===== src/rtl/core0_pkg.sv =====
// core0_pkg: shared state, opcode and datapath-select encodings for the core0 multicycle control path
package core0_pkg;
    typedef logic [3:0] state_t;
    localparam state_t S_IDLE     = 4'd0;
    localparam state_t S_FETCH    = 4'd1;
    localparam state_t S_DECODE   = 4'd2;
    localparam state_t S_MEMADR   = 4'd3;
    localparam state_t S_MEMREAD  = 4'd4;
    localparam state_t S_MEMWB    = 4'd5;
    localparam state_t S_MEMWRITE = 4'd6;
    localparam state_t S_EXECR    = 4'd7;
    localparam state_t S_EXECI    = 4'd8;
    localparam state_t S_ALUWB    = 4'd9;
    localparam state_t S_BRANCH   = 4'd10;
    localparam state_t S_JAL      = 4'd11;
    localparam state_t S_TRAP     = 4'd12;

    localparam logic [6:0] OP_LOAD  = 7'b0000011;
    localparam logic [6:0] OP_STORE = 7'b0100011;
    localparam logic [6:0] OP_R     = 7'b0110011;
    localparam logic [6:0] OP_I     = 7'b0010011;
    localparam logic [6:0] OP_B     = 7'b1100011;
    localparam logic [6:0] OP_JAL   = 7'b1101111;

    typedef logic [2:0] alu_ctrl_t;
    localparam alu_ctrl_t ALU_ADD = 3'b000;
    localparam alu_ctrl_t ALU_SUB = 3'b001;
    localparam alu_ctrl_t ALU_AND = 3'b010;
    localparam alu_ctrl_t ALU_OR  = 3'b011;
    localparam alu_ctrl_t ALU_SLT = 3'b101;
    localparam alu_ctrl_t ALU_BAD = 3'b111;

    typedef logic [1:0] alu_op_t;
    localparam alu_op_t AOP_ADD = 2'b00;
    localparam alu_op_t AOP_SUB = 2'b01;
    localparam alu_op_t AOP_R   = 2'b10;
    localparam alu_op_t AOP_I   = 2'b11;

    typedef logic [1:0] result_src_t;
    localparam result_src_t RES_ALUOUT = 2'b00;
    localparam result_src_t RES_MEM    = 2'b01;
    localparam result_src_t RES_ALU    = 2'b10;

    typedef logic [1:0] src_a_t;
    localparam src_a_t SA_PC    = 2'b00;
    localparam src_a_t SA_OLDPC = 2'b01;
    localparam src_a_t SA_RS1   = 2'b10;

    typedef logic [1:0] src_b_t;
    localparam src_b_t SB_RS2  = 2'b00;
    localparam src_b_t SB_IMM  = 2'b01;
    localparam src_b_t SB_FOUR = 2'b10;

    typedef logic [1:0] imm_src_t;
    localparam imm_src_t IMM_I = 2'b00;
    localparam imm_src_t IMM_S = 2'b01;
    localparam imm_src_t IMM_B = 2'b10;
    localparam imm_src_t IMM_J = 2'b11;

    function automatic imm_src_t imm_of(logic [6:0] op);
        return op == OP_STORE ? IMM_S : op == OP_B ? IMM_B : op == OP_JAL ? IMM_J : IMM_I;
    endfunction
endpackage


===== src/rtl/alu_decoder.sv =====
// alu_decoder: maps an ALU operation class and the function fields to an ALU control code
module alu_decoder
    import core0_pkg::*;
#(
    parameter int EXT_ALU = 1
) (
    input  alu_op_t    alu_op,
    input  logic [2:0] func3,
    input  logic       func7_5,
    output alu_ctrl_t  alu_ctrl,
    output logic       illegal
);
    alu_ctrl_t f_ctrl;
    // function-field decode for R/I classes; fixed add/sub for address and compare classes
    always_comb begin
        f_ctrl   = func3 == 3'b000 ? ((alu_op == AOP_R && func7_5) ? (EXT_ALU != 0 ? ALU_SUB : ALU_BAD) : ALU_ADD)
                 : func3 == 3'b111 ? ALU_AND
                 : func3 == 3'b110 ? ALU_OR
                 : (func3 == 3'b010 && EXT_ALU != 0) ? ALU_SLT : ALU_BAD;
        alu_ctrl = alu_op == AOP_ADD ? ALU_ADD : alu_op == AOP_SUB ? ALU_SUB : f_ctrl;
        illegal  = alu_ctrl == ALU_BAD;
    end
endmodule


===== src/rtl/multicycle_controller.sv =====
// multicycle_controller: fetch/decode/execute/memory/writeback sequencer for the core0 datapath
module multicycle_controller
    import core0_pkg::*;
#(
    parameter int MEM_LAT    = 1,
    parameter int EXT_BRANCH = 1,
    parameter int EXT_ALU    = 1
) (
    input  logic       clk,
    input  logic       rst_n,
    input  logic [6:0] op,
    input  logic [2:0] func3,
    input  logic       func7_5,
    input  logic       alu_zero,
    input  logic       alu_lt,
    output logic       pc_write,
    output logic       adr_src,
    output logic       mem_en,
    output logic       mem_write,
    output logic       ir_write,
    output logic [1:0] result_src,
    output logic [1:0] alu_src_a,
    output logic [1:0] alu_src_b,
    output logic [2:0] alu_ctrl,
    output logic [1:0] imm_src,
    output logic       reg_write,
    output logic       retire,
    output logic       illegal
);
    localparam int CW = $clog2(MEM_LAT + 1);
    state_t state, state_nx;
    logic [CW-1:0] cnt;
    logic last, multi, alu_bad, br_ok, take, bad;
    alu_op_t alu_op;
    alu_ctrl_t dec_ctrl;

    assign last   = cnt == CW'(MEM_LAT - 1);
    assign multi  = state == S_FETCH || state == S_MEMREAD || state == S_MEMWRITE;
    assign alu_op = op == OP_R ? AOP_R : op == OP_I ? AOP_I : op == OP_B ? AOP_SUB : AOP_ADD;
    assign br_ok  = func3 == 3'b000 || (EXT_BRANCH != 0 && (func3 == 3'b001 || func3 == 3'b100 || func3 == 3'b101));
    assign take   = (func3[2] ? alu_lt : alu_zero) ^ func3[0];
    assign bad    = op == OP_R || op == OP_I ? alu_bad
                  : op == OP_B ? !br_ok
                  : !(op == OP_LOAD || op == OP_STORE || op == OP_JAL);

    alu_decoder #(.EXT_ALU(EXT_ALU)) u_alu_dec (
        .alu_op  (alu_op),
        .func3   (func3),
        .func7_5 (func7_5),
        .alu_ctrl(dec_ctrl),
        .illegal (alu_bad)
    );

    // next-state selection; TRAP is absorbing until reset
    always_comb begin
        state_nx = S_IDLE;
        case (state)
            S_IDLE:                     state_nx = S_FETCH;
            S_FETCH:                    state_nx = last ? S_DECODE : S_FETCH;
            S_DECODE:                   state_nx = bad ? S_TRAP
                                                 : op == OP_LOAD || op == OP_STORE ? S_MEMADR
                                                 : op == OP_R ? S_EXECR
                                                 : op == OP_I ? S_EXECI
                                                 : op == OP_B ? S_BRANCH : S_JAL;
            S_MEMADR:                   state_nx = op == OP_LOAD ? S_MEMREAD : S_MEMWRITE;
            S_MEMREAD:                  state_nx = last ? S_MEMWB : S_MEMREAD;
            S_MEMWRITE:                 state_nx = last ? S_FETCH : S_MEMWRITE;
            S_EXECR, S_EXECI, S_JAL:    state_nx = S_ALUWB;
            S_MEMWB, S_ALUWB, S_BRANCH: state_nx = S_FETCH;
            S_TRAP:                     state_nx = S_TRAP;
            default:                    state_nx = S_IDLE;
        endcase
    end

    // state register and memory-wait counter, cleared whenever a multi-cycle state is left
    always_ff @(posedge clk or negedge rst_n) begin
        if (!rst_n) begin
            state <= S_IDLE;
            cnt   <= '0;
        end else begin
            state <= state_nx;
            cnt   <= (multi && !last) ? cnt + 1'b1 : '0;
        end
    end

    // control outputs decoded from state, wait count and instruction fields
    always_comb begin
        ir_write   = state == S_FETCH && last;
        pc_write   = ir_write || state == S_JAL || (state == S_BRANCH && take);
        mem_en     = multi;
        adr_src    = state == S_MEMREAD || state == S_MEMWRITE;
        mem_write  = state == S_MEMWRITE && last;
        reg_write  = state == S_MEMWB || state == S_ALUWB;
        retire     = reg_write || mem_write || state == S_BRANCH;
        illegal    = state == S_TRAP;
        result_src = state == S_FETCH ? RES_ALU : state == S_MEMWB ? RES_MEM : RES_ALUOUT;
        alu_src_a  = state == S_FETCH ? SA_PC : (state == S_DECODE || state == S_JAL) ? SA_OLDPC : SA_RS1;
        alu_src_b  = (state == S_FETCH || state == S_JAL) ? SB_FOUR
                   : (state == S_EXECR || state == S_BRANCH) ? SB_RS2 : SB_IMM;
        alu_ctrl   = (state == S_EXECR || state == S_EXECI || state == S_BRANCH) ? dec_ctrl : ALU_ADD;
        imm_src    = imm_of(op);
    end
endmodule


===== config.mk =====
export PLATFORM = sky130hd
export DESIGN_NAME = multicycle_controller
export DESIGN_NICKNAME = d
export VERILOG_FILES = /design/src/rtl/core0_pkg.sv /design/src/rtl/alu_decoder.sv /design/src/rtl/multicycle_controller.sv
export SDC_FILE = /design/constraint.sdc
export NUM_CORES = 1
export LEC_CHECK = 0
export ABC_AREA = 1
export CELL_PAD_IN_SITES_DETAIL_PLACEMENT = 1
export CELL_PAD_IN_SITES_GLOBAL_PLACEMENT = 2
export CORE_AREA = 2 2 90 49
export DETAILED_ROUTE_END_ITERATION = 10
export DIE_AREA = 0 0 92 51
export HOLD_SLACK_MARGIN = 0.05
export PLACE_DENSITY = 0.75
export SLEW_MARGIN = 20
export SYNTH_ARGS = -nofsm -noshare
export SYNTH_HDL_FRONTEND = slang
export SYNTH_SLANG_ARGS = --single-unit

===== constraint.sdc =====
create_clock -name clk -period 1.4 [get_ports clk]
set_input_delay 0.21 -clock clk [delete_from_list [all_inputs] [get_ports clk]]
set_output_delay 0.21 -clock clk [all_outputs]
set_load 0.05 [all_outputs]

==> results.ini, run 1 <==
[status]
outcome = finished, violations left
violations = negative setup slack

[sta]
fmax_mhz = 536.7
rsz0062_at_grt = yes
fin_ws_ns = -0.4633
maxSlewViolCount = 0
finalHoldViolCount = 0
fin_crit_sh = 1.331
fin_skew_ns = 0.004143
min_period_ns = 1.863
setup_viol = 21
fin_worst_hold_slack_ns = 0.2089

[routing]
vias_per_cell = 4.509
final_antenna_net_count = 0
drc = 0
initialDrtViolationCount = 33
wl_mm = 4.997
wl_per_cell_microns = 17.41
via_count = 1294
dr.pass1.iters = 4

[die]
num_rows = 17
initial_core_util = 0.1755
die_width_microns = 92
die_y_microns = 51
design.core.area_sq_mm = 0.004041
die-area_sq_mm = 0.004692
io_pins = 34

[cells_and_area]
post_layout_nonfiller_instances = 287
drive_gt1_frac = 0.7261
design_area_sq_mm = 0.002285
syn2layout_area_growth_pct = 222.0
nets = 246
antennaDiodeCount = 0
fillers = 466

[yosys]
postSynthCellCount = 126
synthesis.area_sq_um = 709.4
synth_compound_area_frac = 0.09524
synth_commonest_cells = nand2_1 (31), inv_1 (22), nor2_1 (18)
synth-xor-area-share = 0.01235
synth_top_family_by_area = simple AND/OR/NAND/NOR gates
syn_nets = 141
avgSynthCellArea_sq_um = 5.630
yosysTopAreaCellShare = 0.1764
synth_seq_cells = 5
synth-adder-area-share = 0
synth-simple-area-share = 0.5891
synth_mux_area_frac = 0
ys_seq_area_frac = 0.1764
synth_area_leader_cell = dfrtp_1
synth_edf_count = 0
synth-async-reset-ratio = 1.000
ys.flop_type = dfrtp_1
ys_types = 23
ys_warn_count = 0
synth_area_leaders = dfrtp_1 (18%), nand2_1 (16%), inv_1 (12%), nand3_1 (11%), nor2_1 (9.5%)
synth.most_common_cell = nand2_1

[clock_network]
cts.path.max_buffers = 2
cts_tree = done
clock_latency_ns = 0.24
clock-root-buffer = clkbuf_8
clkSlewWorstSetupHoldPaths_ns = 0.04
cts_htree_levels = 1
holdBufCountCts = 0
cts_sinks = 5
cts_buffers = 3

[worst_setup_path]
slowest_delay_ns = 0.44
crit_chain = buf_4 > buf_6 > nor2_4 > nand2_4 > o221ai_4 > buf_12
critPathLaunchType = flop
cp.required_ns = 1.19
cp.arrival_ns = 1.65
cp-end-kind = primary output
path_delay_family = buffers and inverters
crit_type = reg -> out
path_max_fanout = 6
cp_slowest_cell = dfrtp_2
path_buf_inv = 3

[place]
numPortBuffers = 33
hpwl_mm = 2.957
gp_congestion = 0.8228
placed_cells = 255
placed_area_sq_mm = 0.001708

[power]
power_mw = 4.133
p_sw_frac = 0.4952
powerDensity_mw_per_mm2 = 1809
leakagePower_nw = 1.086
power_frac_clock = 0.071
p_sw_mw = 2.047
combPwrFrac = 0.857
ir_drop_mv = 0.5446
seq_power_share = 0.072
power.internal_mw = 2.086

[global_routing]
grt_pass1_vias = 1358
grt_pass1_wl_mm = 6.844
grt_use_total = 0.1874
grt_max_degree = 7
antenna_found_initial = 0
overflow = 0

[hold_path]
hp-class = in -> async

[flow_run]
maxCapViolCount = 0

-- final cells by class --
type                            count  area, sq um  share of cell area
Clock buffer                        4        45.04             0.01972
Inverter                           23        98.84             0.04326
Multi-Input combinational cell     98        863.3              0.3779
Timing Repair Buffer              100         1077              0.4715
Tap cell                           57        71.32             0.03122
Sequential cell                     5        128.9             0.05641
-- power groups by stage --
stage	Sequential [mW]	Combinational (mW)	Clock [mW]
4_1_cts	0.277	3.06	0.285
5_1_grt	0.302	3.69	0.300
3_5_place_dp	0.276	2.52	0
2_1_floorplan	0.276	1.17	0
6_report	0.298	3.54	0.292
3_3_place_gp	0.275	2.47	0
-- logic make-up (layout without fill, tap and decap cells) --
kind of cell	Yosys count	count (layout)
buf+inv	23	127
other cells	1	1
simple gates	85	85
xor+xnor	1	1
compound gates	11	11
flops	5	5
-- registers in the layout, indices dropped and copies added, names as in the netlist --
name / count
state: 4
cnt: 1
-- final timing paths --
path	from	to	slack, ns	cells after the start
worst min-delay path	rst_n	state[3]	0.21	1
max in group asynchronous	rst_n	state[2]	0.96	1
worst min register to register	cnt	state[2]	0.83	5
worst max-delay path	state[2]	pc_write	-0.46	6
min in group clk	op[4]	state[1]	0.70	6
worst max register to register	state[2]	state[1]	-0.27	9
-- layout by cell type, fill, tap and decap left out, drive strengths merged --
| cell | instances |
|---|---|
| o31ai | 1 |
| o21ai | 5 |
| a21oi | 1 |
| dlygate4sd2 | 5 |
| nand3 | 17 |
| nand4 | 2 |
| a211oi | 2 |
| nor2 | 22 |
| nor3 | 5 |
| a31oi | 1 |
| nor4 | 1 |
| clkbuf | 6 |
| o221ai | 1 |
| dfrtp | 5 |
| conb | 1 |
| xor2 | 1 |
| nand2 | 38 |
| clkdlybuf4s50 | 5 |
| clkdlybuf4s15 | 2 |
| buf | 86 |
| inv | 23 |
-- per-layer routing --
layer | up-vias | global-route usage | wire length (microns)
met3 | 9 | 0.01917 | 154
met5 | - | 0 | 0
met4 | 0 | 0.04726 | 102
met2 | 31 | 0.3480 | 2522
met1 | 640 | 0.2364 | 2217
li1 | 614 | - | -
-- worst register-to-register path, stage by stage, from the launching register on --
cell and delay (ns):
dfrtp_2 0.41, buf_4 0.13, buf_6 0.11, nor2_4 0.05, nand2_4 0.17, nor2_4 0.07
buf_4 0.14, buf_4 0.14, a211oi_2 0.23, nand2_1 0.09
-- through the flow --
step | utilization | setup WS, ns | TNS, ns
final | 0.5653 | -0.4633 | -7.025
after global routing | 0.5653 | -0.4995 | -7.694
after CTS | 0.5211 | -0.4042 | -3.937
after detailed placement | 0.4226 | -0.5407 | -4.968
after global placement | 0.4226 | -0.4503 | -4.090
after floorplan | - | -0.4531 | -1.645
-- timing repair --
item,4_1_cts,5_1_grt
gates resized for setup,80,26
endpoints found under the setup margin,23,23
pin swaps,23,10
setup buffers,20,12
Power figures use the tool's default switching activity.
==> inputs of run 2 (changes only) <==
--- a/config.mk
+++ b/config.mk
@@ -9,10 +9,12 @@
 export CELL_PAD_IN_SITES_DETAIL_PLACEMENT = 1
 export CELL_PAD_IN_SITES_GLOBAL_PLACEMENT = 2
 export CORE_AREA = 2 2 90 49
+export CTS_CLUSTER_SIZE = 40
 export DETAILED_ROUTE_END_ITERATION = 10
 export DIE_AREA = 0 0 92 51
 export HOLD_SLACK_MARGIN = 0.05
 export PLACE_DENSITY = 0.75
+export RECOVER_POWER = 50
 export SLEW_MARGIN = 20
 export SYNTH_ARGS = -nofsm -noshare
 export SYNTH_HDL_FRONTEND = slang
==> run 2 against run 1 <==
  * The flow still finishes with violations (negative setup slack)
  * Global-route usage unchanged
  * Design area unchanged
  * Clock skew unchanged
  * Utilization unchanged
  * Die area unchanged
  * Register-to-register slack is essentially flat
  * Sequential power is essentially flat
  * Routed wire length unchanged
  * Power about the same
  * Critical path type unchanged
==> results.ini, run 2 (synthesized netlist as in run 1, its figures left out) <==
[status]
outcome = finished, violations left
violations = negative setup slack

[sta]
fin_ws_ns = -0.4633
fin_skew_ns = 0.004143
finalHoldViolCount = 0
min_period_ns = 1.863
rsz0062_at_grt = yes
fin_setup_tns_ns = -7.025
fmax_mhz = 536.7
fin_crit_sh = 1.331
maxSlewViolCount = 0
setup_viol = 21

[routing]
final_antenna_net_count = 0
initialDrtViolationCount = 33
vias_per_cell = 4.509
via_count = 1294
dr.pass1.iters = 4
wl_per_cell_microns = 17.41
drc = 0
wl_mm = 4.997

[global_routing]
grt_max_degree = 7
met2_usage = 0.3480
grt_use_met1 = 0.2364
grt_use_met3 = 0.01917
grt_pass1_wl_mm = 6.844
antenna_found_initial = 0
top_usage_layer = met2
overflow = 0
grt_pass1_vias = 1358
grt_use_total = 0.1874

[cells_and_area]
layout_common_cells = buf_4 (52), buf_12 (20), nand2_2 (16)
design_area_sq_mm = 0.002285
antennaDiodeCount = 0
register_area_sq_um = 128.9
nets = 246
reg.largest.list = state: 4 flops, cnt: 1 flops
syn2layout_area_growth_pct = 222.0
post_layout_nonfiller_instances = 287
layout.cells.most_common = buf_4
largest-register = state
largest_reg_flops = 4
drive_gt1_frac = 0.7261
utilization = 0.5653
multi_input_area_sq_um = 863.3
fillers = 466

[worst_setup_path]
path_max_fanout = 6
reg2reg_setup_slack_ns = -0.27
slowest_delay_ns = 0.44
cp_slowest_cell = dfrtp_2
crit_chain = buf_4 > buf_6 > nor2_4 > nand2_4 > o221ai_4 > buf_12
cp.required_ns = 1.19
rr_startpoint = state[2]
cp-end-kind = primary output
reg2regPathDepth = 9
crit_type = reg -> out
r2r-end = state[1]
critPathLaunchType = flop
cp.arrival_ns = 1.65

[clock_network]
clock-root-buffer = clkbuf_8
cts_tree = done
cts_buffers = 3
holdBufCountCts = 0
clkSlewWorstSetupHoldPaths_ns = 0.04
cts_sinks = 5
clock_latency_ns = 0.24
cts.path.max_buffers = 2
cts_htree_levels = 1

[die]
io_pins = 34
die_width_microns = 92
initial_core_util = 0.1755
die_y_microns = 51
num_rows = 17
design.core.area_sq_mm = 0.004041
die-area_sq_mm = 0.004692

[place]
placed_area_sq_mm = 0.001708
gp_congestion = 0.8228
numPortBuffers = 33
placed_cells = 255
post-place-ws_ns = -0.5407
hpwl_mm = 2.957

[hold_path]
hp-class = in -> async

[power]
leakagePower_nw = 1.086
ir_drop_mv = 0.5446
powerDensity_mw_per_mm2 = 1809

[flow_run]
maxCapViolCount = 0

==> run 2: cell count changes in the layout (fill, tap and decap cells not counted) <==
| cell | change |
|---|---|
| dlygate4sd3_1 | +1 |
| clkdlybuf4s50_1 | -1 |
==> run 2: worst max path at each step <==
stage / startpoint / to / cells after the start
5_1_grt: state[0] / alu_ctrl[2] / 8
6_report: state[2] / pc_write / 6
4_1_cts: state[1] / alu_ctrl[1] / 7
3_5_place_dp: op[2] / alu_ctrl[2] / 9
2_1_floorplan: state[3] / mem_en / 3
3_3_place_gp: op[1] / alu_ctrl[2] / 9
==> run 2: through the flow <==
stage               hold WS [ns]  power, mW
CTS                       0.2130      3.626
detailed placement        0.4528      2.800
finish                    0.2795      4.133
floorplan               -0.08559      1.449
global route              0.3013      4.294
global placement          0.4310      2.743
==> run 2: cell type report <==
| cell class | instances | area share |
|---|---|---|
| Timing Repair Buffer | 100 | 0.4715 |
| Multi-Input combinational cell | 98 | 0.3779 |
| Sequential cell | 5 | 0.05641 |
| Inverter | 23 | 0.04326 |
| Tap cell | 57 | 0.03122 |
| Clock buffer | 4 | 0.01972 |
==> run 2: per-layer routing <==
metal | wire, microns | vias up
met5 | 0 | -
met2 | 2522 | 31
met3 | 154 | 9
li1 | - | 614
met1 | 2217 | 640
met4 | 102 | 0
==> run 2: report_power, final <==
| part | total [mW] | internal [mW] | switching [mW] | leakage [nW] |
|---|---|---|---|---|
| clock | 0.292 | 0.198 | 0.0949 | 0.0228 |
| sequential | 0.298 | 0.200 | 0.0986 | 0.0590 |
| combinational | 3.54 | 1.69 | 1.85 | 1.00 |
==> run 2: worst max-delay path: cells and delay by family, from the launching register on <==
family,cells,cell delay (ns)
buffers and inverters,3,0.44
and+or+nand+nor,2,0.30
AOI/OAI and AO/OA,1,0.23
DFF,1,0.44
==> run 2: what timing repair did <==
action,CTS,global route
endpoints found under the setup margin,23,23
buffers inserted,20,12
resized for setup,80,26
pin swaps,23,10
